$ cat src/rtl/led_blink_sched.sv
// led_blink_sched: multi-channel LED blink scheduler driven by one shared prescaler.
// Each channel runs an IDLE/ON/OFF sequencer programmed through a valid/ready config port.
module led_blink_sched #(
  parameter int unsigned NUM_LEDS = 4,
  parameter int unsigned PRESCALE = 100000,
  parameter int unsigned PERIOD_W = 16,
  parameter int unsigned COUNT_W  = 8,
  localparam int unsigned CW = (NUM_LEDS > 1) ? $clog2(NUM_LEDS) : 1
) (
  input  logic                clk,
  input  logic                rst_n,
  input  logic                cfg_valid,
  output logic                cfg_ready,
  input  logic [CW-1:0]       cfg_chan,
  input  logic [PERIOD_W-1:0] cfg_on,
  input  logic [PERIOD_W-1:0] cfg_off,
  input  logic [COUNT_W-1:0]  cfg_count,
  input  logic [NUM_LEDS-1:0] stop_req,
  output logic [NUM_LEDS-1:0] led,
  output logic [NUM_LEDS-1:0] busy,
  output logic [NUM_LEDS-1:0] done
);

  localparam int unsigned PS_W  = $clog2(PRESCALE);
  localparam int unsigned CNX_W = COUNT_W + 1;

  typedef enum logic [1:0] {
    S_IDLE = 2'd0,
    S_ON   = 2'd1,
    S_OFF  = 2'd2
  } state_t;

  logic [PS_W-1:0]     ps_cnt;
  logic                tick_c;
  logic                accept_c;

  state_t              state_q   [NUM_LEDS];
  state_t              state_d   [NUM_LEDS];
  logic [PERIOD_W-1:0] phase_q   [NUM_LEDS];
  logic [PERIOD_W-1:0] phase_d   [NUM_LEDS];
  logic [PERIOD_W-1:0] on_len_q  [NUM_LEDS];
  logic [PERIOD_W-1:0] on_len_d  [NUM_LEDS];
  logic [PERIOD_W-1:0] off_len_q [NUM_LEDS];
  logic [PERIOD_W-1:0] off_len_d [NUM_LEDS];
  logic [COUNT_W-1:0]  target_q  [NUM_LEDS];
  logic [COUNT_W-1:0]  target_d  [NUM_LEDS];
  logic [COUNT_W-1:0]  cyc_q     [NUM_LEDS];
  logic [COUNT_W-1:0]  cyc_d     [NUM_LEDS];
  logic [NUM_LEDS-1:0] done_d;

  assign tick_c   = (ps_cnt == PS_W'(PRESCALE - 1));
  assign accept_c = cfg_valid & cfg_ready;

  // Shared free-running prescaler; tick marks the last cycle of each period.
  always_ff @(posedge clk or negedge rst_n) begin
    if (!rst_n) begin
      ps_cnt <= '0;
    end else if (tick_c) begin
      ps_cnt <= '0;
    end else begin
      ps_cnt <= ps_cnt + PS_W'(1);
    end
  end

  // Config port opens one edge after reset release and stays open.
  always_ff @(posedge clk or negedge rst_n) begin
    if (!rst_n) begin
      cfg_ready <= 1'b0;
    end else begin
      cfg_ready <= 1'b1;
    end
  end

  // Per-channel state and sequencing registers.
  always_ff @(posedge clk or negedge rst_n) begin
    if (!rst_n) begin
      for (int c = 0; c < int'(NUM_LEDS); c++) begin
        state_q[c]   <= S_IDLE;
        phase_q[c]   <= '0;
        on_len_q[c]  <= '0;
        off_len_q[c] <= '0;
        target_q[c]  <= '0;
        cyc_q[c]     <= '0;
      end
    end else begin
      for (int c = 0; c < int'(NUM_LEDS); c++) begin
        state_q[c]   <= state_d[c];
        phase_q[c]   <= phase_d[c];
        on_len_q[c]  <= on_len_d[c];
        off_len_q[c] <= off_len_d[c];
        target_q[c]  <= target_d[c];
        cyc_q[c]     <= cyc_d[c];
      end
    end
  end

  // Next-state: stop_req beats config, config beats tick.
  always_comb begin
    logic             hit;
    logic [CNX_W-1:0] cyc_nxt;
    hit     = 1'b0;
    cyc_nxt = '0;
    for (int c = 0; c < int'(NUM_LEDS); c++) begin
      state_d[c]   = state_q[c];
      phase_d[c]   = phase_q[c];
      on_len_d[c]  = on_len_q[c];
      off_len_d[c] = off_len_q[c];
      target_d[c]  = target_q[c];
      cyc_d[c]     = cyc_q[c];
      done_d[c]    = 1'b0;
      hit          = accept_c && (cfg_chan == CW'(c));
      cyc_nxt      = {1'b0, cyc_q[c]} + CNX_W'(1);
      if (stop_req[c]) begin
        state_d[c] = S_IDLE;
      end else if (hit) begin
        if (cfg_on == '0) begin
          state_d[c] = S_IDLE;
        end else begin
          state_d[c]   = S_ON;
          phase_d[c]   = cfg_on;
          on_len_d[c]  = cfg_on;
          off_len_d[c] = cfg_off;
          target_d[c]  = cfg_count;
          cyc_d[c]     = '0;
        end
      end else if (tick_c) begin
        case (state_q[c])
          S_ON: begin
            // A zero off-length holds the LED on indefinitely.
            if (off_len_q[c] != '0) begin
              if (phase_q[c] == PERIOD_W'(1)) begin
                state_d[c] = S_OFF;
                phase_d[c] = off_len_q[c];
              end else begin
                phase_d[c] = phase_q[c] - PERIOD_W'(1);
              end
            end
          end
          S_OFF: begin
            if (phase_q[c] == PERIOD_W'(1)) begin
              cyc_d[c] = cyc_nxt[COUNT_W] ? '1 : cyc_nxt[COUNT_W-1:0];
              if ((target_q[c] != '0) && (cyc_nxt == {1'b0, target_q[c]})) begin
                state_d[c] = S_IDLE;
                done_d[c]  = 1'b1;
              end else begin
                state_d[c] = S_ON;
                phase_d[c] = on_len_q[c];
              end
            end else begin
              phase_d[c] = phase_q[c] - PERIOD_W'(1);
            end
          end
          default: begin
          end
        endcase
      end
    end
  end

  // Registered LED drive, busy and done pulse follow the next state.
  always_ff @(posedge clk or negedge rst_n) begin
    if (!rst_n) begin
      led  <= '0;
      busy <= '0;
      done <= '0;
    end else begin
      for (int c = 0; c < int'(NUM_LEDS); c++) begin
        led[c]  <= (state_d[c] == S_ON);
        busy[c] <= (state_d[c] != S_IDLE);
      end
      done <= done_d;
    end
  end

endmodule

$ cat config.mk
export PLATFORM = sky130hd
export DESIGN_NAME = led_blink_sched
export DESIGN_NICKNAME = d
export VERILOG_FILES = /design/src/rtl/led_blink_sched.sv
export SDC_FILE = /design/constraint.sdc
export NUM_CORES = 1
export LEC_CHECK = 0
export CAP_MARGIN = 10
export CORE_MARGIN = 2
export CORE_UTILIZATION = 60
export DETAILED_ROUTE_END_ITERATION = 6
export PLACE_DENSITY = 0.79
export SKIP_CTS_REPAIR_TIMING = 1
export SLEW_MARGIN = 0
export SYNTH_ARGS = -nofsm -noshare
export SYNTH_HDL_FRONTEND = slang
export SYNTH_SLANG_ARGS = --single-unit
$ cat constraint.sdc
create_clock -name clk -period 3.3 [get_ports clk]
set_clock_uncertainty 0.1 [all_clocks]
set_input_delay 0.495 -clock clk [delete_from_list [all_inputs] [get_ports clk]]
set_output_delay 0.495 -clock clk [all_outputs]
set_load 0.02 [all_outputs]
==> metrics.cfg <==
[status]
status=completed

[clock_network]
cts_root_buf=clkbuf_16
cts_tree=yes
cts_buffers=34
cts_buffer_depth=3
cts_max_level=2
clkTransAtPathRegs_ns=0.06
clock_latency_ns=0.53
numClockSinks=294

[sta]
timing.fmax_mhz=321
final.setup.worst_slack_ns=0.188
final.setup.tns_ns=0
rsz0062_at_grt=false
period_needed_ns=3.11
setup_viol=0
min_period_over_period_pct=94.3
hold_violations=0
tightest_slew_ns=1.18
relSlewSlack_pct=21.4
holdWs_ns=0.385
slew_violations=0

[global_routing]
use_met2_pct=50.1
antenna_found_initial=2
globalRouteOverflowTotal=0
grt_pass1_vias=13200
grtUsageMet3_pct=7.82
grt_max_degree=98
met1_usage_pct=42.4
grt-busiest-layer=met2
grt_pass1_wl_um=71600
gr-usage-all-layers_pct=31.8

[power]
cellLeakagePower_nw=7.79
powerDensity_mw_per_mm2=603
finalPower_mw=11.5
vdd_drop_max_uv=430

[final_layout]
regArea_mm2=0.00736
fin_nets=1785
utilization_pct=69.2
multi_input_area_mm2=0.00876
finalInstanceArea_mm2=0.0191
fin_cells=2119
nFillCells=2016
syn_to_final_growth_pct=14.2
drive_above_1_share_pct=19.2

[synthesis]
yosysSeqAreaShare_pct=44.1
netlist-cell-type-count=86
syn_nets=1730
yosys_warnings=0
synth-edff-count=0
syn_area_mm2=0.0167
synth.ff_latch_count=294
synthCells=1660
syn_avg_cell_area_um2=10.1
ys.flop_type=dfrtp_1
ys_async_sr_fraction_pct=100

[critical_path]
critPathCaptureType=register
worstPathMaxFanout=32
r2r_slack_ns=0.19
startpoint_type=register
arrival_ns=3.43
critPathKind=register to register
required_ns=3.61

[routing]
viasPerCell=6.45
wirelength_um=45900
drc=0
drt-initial-drc-count=1324
antenna_left=0
firstDrtPassIters=5
vias=13700
wl_per_cell_um=21.7

[placed_design]
dpl_cell_area_mm2=0.0179
dp.cells=2056
gp_congestion=0.852
place_ws_ns=0.0994
dp_hpwl_um=30700
portBuffers=61

[floorplan]
die_h_um=171
start_util_pct=60.6
ios=62
fp.dieW_um=171
dieArea_mm2=0.0292
coreArea_mm2=0.0276
rows=61

[run]
maxCapViolCount=0

[worst_hold_path]
hp-class=register to register

[area by class of cell]
class | instances | share of cell area (%)
clock buffers | 43 | 4.96
diodes | 2 | 0.0263
clock inverters | 17 | 1.15
flip-flops and latches | 294 | 38.6
multi-input cells | 1223 | 46.0
repair buffers | 121 | 6.00
inverters | 41 | 0.807
well taps | 378 | 2.48
[layer usage]
metal / share of wire [%] / vias up / routed length (µm)
li1: - / 6175 / -
met1: 41 / 6793 / 19000
met2: 46 / 565 / 21100
met3: 8.8 / 125 / 4030
met4: 3.8 / 0 / 1720
met5: 0 / - / 0
[placed cells by master, fill, tap and decap left out, drive strengths merged, types with 44 or more instances in the layout]
| cell type | instances |
|---|---|
| dfrtp | 294 |
| a21oi | 129 |
| o21ai | 70 |
| a211oi | 58 |
| nor2 | 136 |
| nor4 | 47 |
| nand2 | 118 |
| mux2 | 180 |
| buf | 60 |
| xnor2 | 44 |
| clkdlybuf4s50 | 60 |
| mux2i | 49 |
[cells by family after synthesis]
group,synth area share (%)
buffers and inverters,3.73
muxes,15.2
AOI/OAI and AO/OA,14.5
xor gates and xnor gates,4.46
DFF,44.1
and+or+nand+nor,16.4
adders and majority gates,1.57
other,0.0225
[worst max-delay path: stages (launching register included)]
cell      delay, ns
dfrtp_1        0.41
ha_1           0.35
or4b_1         0.47
a21oi_1        0.19
o311ai_1       0.13
or4b_1         0.61
o221a_4        0.40
o32a_1         0.22
o21a_1         0.11
[path summary, 6_finish.rpt]
| check | from | to | cells after the start |
|---|---|---|---|
| setup reg to reg | cyc_q[1] | phase_q[0] | 8 |
| setup / recovery | cyc_q[1] | phase_q[0] | 8 |
| hold reg to reg | ps_cnt[0] | ps_cnt[0] | 1 |
| max in group asynchronous | rst_n | phase_q[47] | 3 |
| min in group asynchronous | rst_n | cyc_q[25] | 2 |
| hold / removal | ps_cnt[0] | ps_cnt[0] | 1 |
[synthesized netlist by cell type (5+ instances only)]
| library cell | instances | share of area, % |
|---|---|---|
| nand2b_1 | 12 | 0.45 |
| o31ai_1 | 8 | 0.36 |
| ha_1 | 21 | 1.6 |
| buf_6 | 5 | 0.34 |
| buf_2 | 20 | 0.60 |
| nor4b_1 | 5 | 0.26 |
| nand3_1 | 41 | 1.2 |
| o21ai_1 | 8 | 0.24 |
| nor3_1 | 29 | 0.87 |
| nand4_1 | 23 | 0.86 |
| and2_1 | 9 | 0.34 |
| mux2_2 | 173 | 12 |
| nand2_1 | 117 | 2.6 |
| xnor2_1 | 44 | 2.3 |
| clkbuf_1 | 59 | 1.3 |
| nor2_1 | 135 | 3.0 |
| dfrtp_1 | 294 | 44 |
| and4b_1 | 7 | 0.42 |
| buf_1 | 12 | 0.27 |
| a31oi_1 | 19 | 0.71 |
| nor2b_1 | 22 | 0.82 |
| mux2_4 | 6 | 0.54 |
| and3_1 | 9 | 0.34 |
| a21o_1 | 15 | 0.67 |
| a211oi_1 | 58 | 2.6 |
| and4_1 | 10 | 0.52 |
| o22a_1 | 10 | 0.52 |
| a21oi_1 | 126 | 3.8 |
| o21ai_0 | 61 | 1.8 |
| nor4_1 | 42 | 1.6 |
| or3_1 | 13 | 0.49 |
| or4_1 | 8 | 0.36 |
| o211ai_1 | 13 | 0.58 |
| xor2_1 | 41 | 2.2 |
| a211o_1 | 5 | 0.26 |
| mux2i_1 | 49 | 2.9 |
| inv_1 | 41 | 0.92 |
| nand4b_1 | 5 | 0.26 |
[power breakdown]
part           internal (mW)  switching [mW]
sequential              4.30           0.752
combinational           1.25            1.21
clock                   2.42            1.55
total                   7.97            3.51
[flip-flops by register name, indices dropped and copies added (netlist names), 4 cells and up]
| signal | cells |
|---|---|
| cyc_q | 32 |
| on_len_q | 64 |
| led | 4 |
| phase_q | 64 |
| target_q | 32 |
| busy | 4 |
| ps_cnt | 17 |
| state_q | 8 |
| off_len_q | 64 |
| done | 4 |
Power figures use the tool's default switching activity.
==> RTL edit (config.mk and constraints unchanged) <==
Change the parameter `PERIOD_W` from 16 to 32.
--- a/src/rtl/led_blink_sched.sv
+++ b/src/rtl/led_blink_sched.sv
@@ -3,7 +3,7 @@
 module led_blink_sched #(
   parameter int unsigned NUM_LEDS = 4,
   parameter int unsigned PRESCALE = 100000,
-  parameter int unsigned PERIOD_W = 16,
+  parameter int unsigned PERIOD_W = 32,
   parameter int unsigned COUNT_W  = 8,
   localparam int unsigned CW = (NUM_LEDS > 1) ? $clog2(NUM_LEDS) : 1
 ) (
Interface: changed (resized cfg_off and cfg_on); port bits go from 62 to 94. No check against the original RTL was run, so the function may have changed too.
==> RTL edit against the original RTL <==
- largest power group unchanged
- first-iteration DRC count up 87%
- combinational power grew to 2.8 times the old value
- worst setup slack worse by 0.0057 ns
- non-clock buffer count is 153 higher
- design area up 63%
- routed wire length up 73%
- clock power grew 51%
- area after synthesis increased by 61%
- power up 89%
- via count grew 65%
- the flow now finishes with violations (DRC)
- sequential cell count increased by 192
- global-route usage increased by 2.4 points
==> RTL edit: results (changes against the original RTL) <==
<table>
<tr><th>Metric</th><th>Value</th></tr>
<tr><th colspan="2">Critical path</th></tr>
<tr><td>Number of cells traversed by the worst register-to-register path</td><td>10 (+2)</td></tr>
<tr><td>Maximum single-stage delay on the critical path</td><td>0.58 ns (-0.03 ns)</td></tr>
<tr><td>Data arrival time of the critical path</td><td>3.54 ns (+0.11 ns)</td></tr>
<tr><td>Capture point of the worst path</td><td>phase_q[102]</td></tr>
<tr><th colspan="2">Logic synthesis</th></tr>
<tr><td>Mux share of post-synthesis cell area</td><td>0.180 (+0.0281)</td></tr>
<tr><td>Xor/xnor share of the synthesized area</td><td>0.0431 (-0.00152)</td></tr>
<tr><td>Seq/Total Area, Yosys</td><td>0.453 (+0.0125)</td></tr>
<tr><td>Netlist cell types</td><td>88 (+2.3%)</td></tr>
<tr><td>Post-synthesis instance total</td><td>2,657 (+60%)</td></tr>
<tr><th colspan="2">Placement</th></tr>
<tr><td>Half-perimeter wire length after placement</td><td>57.0 mm (+85%)</td></tr>
<tr><td>Global placer's final weighted congestion</td><td>0.924 (+8.4%)</td></tr>
<tr><th colspan="2">Status</th></tr>
<tr><td>Violated checks</td><td>DRC</td></tr>
<tr><td>Result of the run</td><td>complete, but fails checks</td></tr>
<tr><th colspan="2">Route</th></tr>
<tr><td>DRC violations left</td><td>1 (+1)</td></tr>
<tr><td>DRT met1 WL</td><td>33.0 mm (+74%)</td></tr>
<tr><td>Number of iterations in the first detailed-routing pass</td><td>7 (+2)</td></tr>
<tr><th colspan="2">Power</th></tr>
<tr><td>Leakage power summed over all cells</td><td>13.1 nW (+68%)</td></tr>
<tr><td>Worst vdd rail ir drop</td><td>0.000549 V (+28%)</td></tr>
<tr><th colspan="2">GRT</th></tr>
<tr><td>Initial antenna violation count</td><td>0 (-2)</td></tr>
<tr><td>Total routing usage reported by global routing</td><td>0.342 (+0.0242)</td></tr>
<tr><th colspan="2">CTS</th></tr>
<tr><td>Clock latency at the later pin of the worst-skew pair</td><td>0.62 ns (+0.09 ns)</td></tr>
<tr><th colspan="2">Timing</th></tr>
<tr><td>Minimum clock period</td><td>3.12 ns (+0.00567 ns)</td></tr>
<tr><td>Slew at the pin closest to its max-slew limit</td><td>0.814 ns (-0.362 ns)</td></tr>
<tr><td>Post-Route Hold Slack</td><td>0.382 ns (-0.00335 ns)</td></tr>
<tr><th colspan="2">Finish</th></tr>
<tr><td>Net count reported at finish</td><td>2,887 (+62%)</td></tr>
</table>
-- RTL edit: cell types whose count changed after synthesis, sizes merged, moves of 58 or more --
cell    unedited run  this run
o21ai             70       168
mux2i             49       112
nand2            118       222
mux2             180       330
nor4              47       105
dfrtp            294       486
clkbuf            62       137
-- RTL edit: layer usage --
metal | vias up | GRT usage
met5 | - | 0
met4 | 0 | 0.161
met3 | 237 | 0.0591
met2 | 1199 | 0.527
met1 | 11100 | 0.475
li1 | 9990 | -
-- RTL edit: power breakdown --
part / internal [mW] / switching, mW / total (mW)
sequential: 7.36 / 1.53 / 8.89
clock: 3.45 / 2.54 / 5.99
combinational: 3.19 / 3.67 / 6.87
-- RTL edit: final cells by class --
cell class                 instances  area [µm²]  area share
multi-input combinational       1932       13800       0.443
timing repair buffer             274        2560      0.0822
sequential                       486       12200       0.391
clock inverter                    22         229     0.00735
inverter                          38         143     0.00458
clock buffer                      74        1520      0.0487
tap                              592         741      0.0238
antenna                            1        2.50   0.0000804
